File: src/rtl/melody_seq.sv
// Note sequencer: plays a 32-entry writable song memory (note, octave, beats)
// at a programmable tempo, presenting a period value and gate to the tone generator.
module melody_seq #(
    parameter logic [24:0] BEAT_MAX   = 25'd12_499_999,
    parameter logic [19:0] GAP_CYCLES = 20'd999_999,
    parameter logic [17:0] DO         = 18'd190_839,
    parameter logic [17:0] RE         = 18'd170_067,
    parameter logic [17:0] MI         = 18'd151_515,
    parameter logic [17:0] FA         = 18'd143_266,
    parameter logic [17:0] SO         = 18'd127_551,
    parameter logic [17:0] LA         = 18'd113_636,
    parameter logic [17:0] SI         = 18'd101_214
) (
    input  logic        sys_clk,
    input  logic        sys_rst,
    input  logic        start,
    input  logic        stop,
    input  logic        loop,
    input  logic [4:0]  len_last,
    input  logic        wr_en,
    input  logic [4:0]  wr_addr,
    input  logic [7:0]  wr_data,
    output logic [17:0] freq_data,
    output logic        tone_en,
    output logic        note_strobe,
    output logic [4:0]  note_idx,
    output logic        busy
);

    typedef enum logic [1:0] {IDLE, FETCH, PLAY, GAP} state_t;

    state_t      state, state_n;
    logic [24:0] beat_cnt, beat_cnt_n;
    logic [2:0]  beats_left, beats_left_n;
    logic [19:0] gap_cnt, gap_cnt_n;
    logic [17:0] freq_n;
    logic        tone_n, strobe_n, busy_n;
    logic [4:0]  idx_n;

    logic [7:0]  mem [32];
    logic [7:0]  rd_data;
    logic [17:0] base, period;

    // The read address is the next entry index, so the entry is already in
    // rd_data during FETCH and a write landing in FETCH is only seen next pass.
    always_ff @(posedge sys_clk) begin
        if (wr_en) begin
            mem[wr_addr] <= wr_data;
        end
        rd_data <= mem[idx_n];
    end

    always_comb begin
        case (rd_data[7:5])
            3'd1:    base = DO;
            3'd2:    base = RE;
            3'd3:    base = MI;
            3'd4:    base = FA;
            3'd5:    base = SO;
            3'd6:    base = LA;
            3'd7:    base = SI;
            default: base = '0;
        endcase
        case (rd_data[4:3])
            2'd1:    period = base >> 1;
            2'd2:    period = base >> 2;
            default: period = base;
        endcase
    end

    always_ff @(posedge sys_clk) begin
        if (sys_rst) begin
            state       <= IDLE;
            beat_cnt    <= '0;
            beats_left  <= '0;
            gap_cnt     <= '0;
            freq_data   <= '0;
            tone_en     <= 1'b0;
            note_strobe <= 1'b0;
            note_idx    <= '0;
            busy        <= 1'b0;
        end else begin
            state       <= state_n;
            beat_cnt    <= beat_cnt_n;
            beats_left  <= beats_left_n;
            gap_cnt     <= gap_cnt_n;
            freq_data   <= freq_n;
            tone_en     <= tone_n;
            note_strobe <= strobe_n;
            note_idx    <= idx_n;
            busy        <= busy_n;
        end
    end

    always_comb begin
        state_n      = state;
        beat_cnt_n   = beat_cnt;
        beats_left_n = beats_left;
        gap_cnt_n    = gap_cnt;
        freq_n       = freq_data;
        tone_n       = tone_en;
        strobe_n     = 1'b0;
        idx_n        = note_idx;
        busy_n       = busy;

        if (stop) begin
            state_n      = IDLE;
            beat_cnt_n   = '0;
            beats_left_n = '0;
            gap_cnt_n    = '0;
            freq_n       = '0;
            tone_n       = 1'b0;
            idx_n        = '0;
            busy_n       = 1'b0;
        end else begin
            case (state)
                IDLE: begin
                    if (start) begin
                        state_n = FETCH;
                        idx_n   = '0;
                        busy_n  = 1'b1;
                    end
                end
                FETCH: begin
                    state_n      = PLAY;
                    freq_n       = period;
                    tone_n       = (rd_data[7:5] != 3'd0);
                    strobe_n     = 1'b1;
                    beat_cnt_n   = '0;
                    beats_left_n = rd_data[2:0];
                end
                PLAY: begin
                    if (beat_cnt == BEAT_MAX) begin
                        beat_cnt_n = '0;
                        if (beats_left == 3'd0) begin
                            state_n   = GAP;
                            tone_n    = 1'b0;
                            gap_cnt_n = '0;
                        end else begin
                            beats_left_n = beats_left - 3'd1;
                        end
                    end else begin
                        beat_cnt_n = beat_cnt + 25'd1;
                    end
                end
                GAP: begin
                    if (gap_cnt == GAP_CYCLES) begin
                        gap_cnt_n = '0;
                        if (note_idx != len_last) begin
                            state_n = FETCH;
                            idx_n   = note_idx + 5'd1;
                        end else if (loop) begin
                            state_n = FETCH;
                            idx_n   = '0;
                        end else begin
                            state_n = IDLE;
                            idx_n   = '0;
                            freq_n  = '0;
                            busy_n  = 1'b0;
                        end
                    end else begin
                        gap_cnt_n = gap_cnt + 20'd1;
                    end
                end
                default: state_n = IDLE;
            endcase
        end
    end

endmodule

File: config.mk
export PLATFORM = sky130hd
export DESIGN_NAME = melody_seq
export DESIGN_NICKNAME = d
export VERILOG_FILES = /design/src/rtl/melody_seq.sv
export SDC_FILE = /design/constraint.sdc
export NUM_CORES = 1
export LEC_CHECK = 0
export ABC_CLOCK_PERIOD_IN_PS = 4400
export CAP_MARGIN = 10
export CORE_MARGIN = 3
export CORE_UTILIZATION = 39
export DETAILED_ROUTE_END_ITERATION = 10
export REMOVE_ABC_BUFFERS = 1
export SLEW_MARGIN = 10
export SYNTH_ARGS = -nofsm -noshare
export SYNTH_HDL_FRONTEND = slang
export SYNTH_SLANG_ARGS = --single-unit
File: constraint.sdc
create_clock -name sys_clk -period 4.4 [get_ports sys_clk]
set_clock_uncertainty 0.05 [all_clocks]
set_input_delay 1.1 -clock sys_clk [delete_from_list [all_inputs] [get_ports sys_clk]]
set_output_delay 1.1 -clock sys_clk [all_outputs]
set_load 0.01 [all_outputs]
==> impl_results.md <==
* Status: finished clean
* GRT Total Usage at 0.175
* Worst Reg-to-Reg Cells at 9
* Routed len/inst at 20.0 um
* HP Class: reg2reg
* Clk buf depth at 3
* Worst slew pin tran at 1.21 ns
* FF-to-FF End: rd_data[0]
* IO Pins at 50
* Setup violators final at 0
* Slew margin rel. at 0.188
* H-tree levels at 2
* Crit-path leading delay family: compound AO/OA/AOI/OAI gates
* Starting Density at 0.396
* Worst setup margin at 0.635 ns
* RSZ-0062 raised after global routing: false
* Max cap viols at 0
* TritonRoute pass-1 iters at 5
* Fin. Hold Viols at 0
* Post-Synthesis Cell Area at 14500 sq um
* Largest net degree at the start of global routing at 34
* Clk root buf: clkbuf_16
* Post-CTS setup buffer count at 0
* Slew Viols, Final at 0
* CP Max Fanout at 28
* R2r startpoint: gap_cnt[8]
* CP max-delay cell: o221a_2
* Crit path capture type: register
* Vias/cell at 5.53
* DRC at 0
* Final Util at 0.462
* Resized Gates After CTS at 0
* Primary FF master, synth: edfxtp_1
* Number of flops mapped to enable cells by yosys at 256
* Gpl congestion at 0.825
* Crit path time final at 3.77 ns
* Power per Cell Area at 389 nW/um^2
* Fin cells at 1725
* TritonCTS clock tree: built
* Ys async rst share at 0
* Hold endpoint: freq_data[17]
* Seq cells post-synth at 340
* PortBufs at 49
* Antenna fix cells at 0
* Final wirelength at 34600 um
* Hold Path Origin: freq_data[17]
* Leakage at 5.50 nW
* CP cell instances: clkdlybuf4s50_1 > xor2_1 > nor3_1 > buf_4 > a2111oi_2 > o221a_2 > a21oi_1 > a221o_1 > a32o_1 > a31oi_1
* Peak per-stage delay on the critical path at 0.70 ns
* Placed inst area at 15800 sq um
* Average size of a mapped cell at 12.6 sq um
* Clock Sinks at 340
* Final period util at 0.856
* Arr. time, crit path at 4.15 ns
* Critical Path RT at 4.79 ns
* Core box area at 36700 sq um
* Height of the die at 199 um
* Design Area, Final at 16900 sq um
* Worst-path clk slew at 0.06 ns
* Fmax at 266 MHz
* Fill count at 3227
* Synth warn at 0
* DP HPWL at 22700 um
* # hold bufs at CTS at 0
* Die width at 199 um
* Post-Synthesis Cells at 1155
* Vias after detailed routing at 9536
* TritonCTS Buffers at 36
* # rows at 70
* Sequential cell area fraction in the yosys report at 0.644
* First-pass GRT wire length at 53900 um
* WS Path Type: in2reg
* Clock latency on the worst-skew pair at 0.53 ns
* Hold path cells at 2
* Count of antenna-violating nets left after detailed routing at 0
* R2R setup slack at 0.87 ns
* Critical path launch point type: input port
* DRT iter0 DRCs at 895
* Placed Cells at 1660
* Final net count at 1265
* Proportion of layout cells with a drive suffix above 1 at 0.125
* Post-synth cell types at 72
* WP buf/inv at 2
* Antenna violations before repair at 0
* Setup TNS at 0 ns
* Peak supply drop at 251 uV
* Area Growth Syn to Fin at 16.5%
* Die ar. at 39700 sq um
* Overflow after GRT at 0
* Vias in the first global route at 9149
* Pre-CTS WS at 0.140 ns
-- how the worst max path moves through the flow --
stage | from | endpoint | slack, ns | cells past startpoint
floorplan | len_last[0] | rd_data[6] | -0.96 | 8
global placement | len_last[1] | rd_data[0] | 0.17 | 11
detailed placement | len_last[0] | rd_data[0] | 0.14 | 11
CTS | len_last[0] | rd_data[0] | 0.68 | 11
global route | len_last[0] | rd_data[3] | 0.49 | 10
finish | len_last[0] | rd_data[0] | 0.63 | 10
-- stage by stage --
stage | total power, mW | hold slack, ns
finish | 6.59 | 0.414
global placement | 3.76 | 0.409
floorplan | 3.64 | 0.404
detailed placement | 3.77 | 0.407
global route | 6.80 | 0.436
CTS | 6.66 | 0.413
-- cell usage after synthesis (16+ instances only) --
cell / count / area share
dfxtp_1: 84 / 0.12
nor2_1: 146 / 0.038
edfxtp_1: 256 / 0.53
clkbuf_1: 43 / 0.011
nand4_1: 16 / 0.0069
xor2_1: 31 / 0.019
a21oi_1: 72 / 0.025
o21ai_0: 36 / 0.012
mux2i_1: 18 / 0.012
a211oi_1: 18 / 0.0093
nand3_1: 40 / 0.014
nand2_1: 115 / 0.030
mux4_2: 30 / 0.046
nor2b_1: 16 / 0.0069
-- state kept, by name, summed over array words and instances (netlist names) --
name and flops:
note_idx 5, busy 1, beat_cnt 25, gap_cnt 20, tone_en 1, note_strobe 1
state 2, rd_data 8, beats_left 3, mem 256, freq_data 18
-- logic make-up (layout without fill, tap and decap cells) --
family / Yosys count / count (layout) / share of synthesized area
adder cells (fa/ha/maj): 11 / 11 / 0.00946
flip-flops: 340 / 340 / 0.644
XOR/XNOR: 46 / 46 / 0.0277
multiplexers: 49 / 49 / 0.0596
AO/OA/AOI/OAI: 222 / 222 / 0.104
buffers and inverters: 81 / 183 / 0.0257
AND/OR/NAND/NOR: 406 / 406 / 0.130
-- power by group --
part           internal (mW)  leakage [nW]  switching, mW
Sequential              3.48          2.99         0.0129
Clock                   1.67         0.557           1.23
Combinational         0.0682          1.95          0.135
-- final cells by class --
type                    instances  area [sq um]  share of cell area
flip-flops and latches        340          9370               0.553
multi-input cells             734          4820               0.285
clock buffers                  46          1000              0.0590
repair buffers                103           983              0.0580
well taps                     468           586              0.0345
clock inverters                19           133             0.00783
inverters                      15          56.3             0.00332
-- worst reg2reg max path: stages (launching register included) --
cell and delay [ns]:
dfxtp_1 0.34, nor4b_1 0.43, nand4_2 0.27, or2_0 0.44
or4_1 0.56, a31o_1 0.24, a21o_1 0.37, nor2_2 0.34
a32o_1 0.26, a31oi_1 0.07
-- cells in the final DEF, fill, tap and decap left out, drive strengths merged, types with 19 or more instances in the layout --
cell             n
mux4            30
nand3           40
clkdlybuf4s50   49
buf             54
o21ai           36
edfxtp         256
clkbuf          46
xor2            31
dfxtp           84
nand2          115
nor2           148
a21oi           72
a211oi          19
-- metal layers --
| layer | share of wire | GRT usage | wire length, um |
|---|---|---|---|
| met1 | 0.45 | 0.251 | 15600 |
| met2 | 0.47 | 0.282 | 16300 |
| met3 | 0.063 | 0.0307 | 2190 |
| met4 | 0.015 | 0.0383 | 519 |
| met5 | 0 | 0 | 0 |
Power figures use the tool's default switching activity.
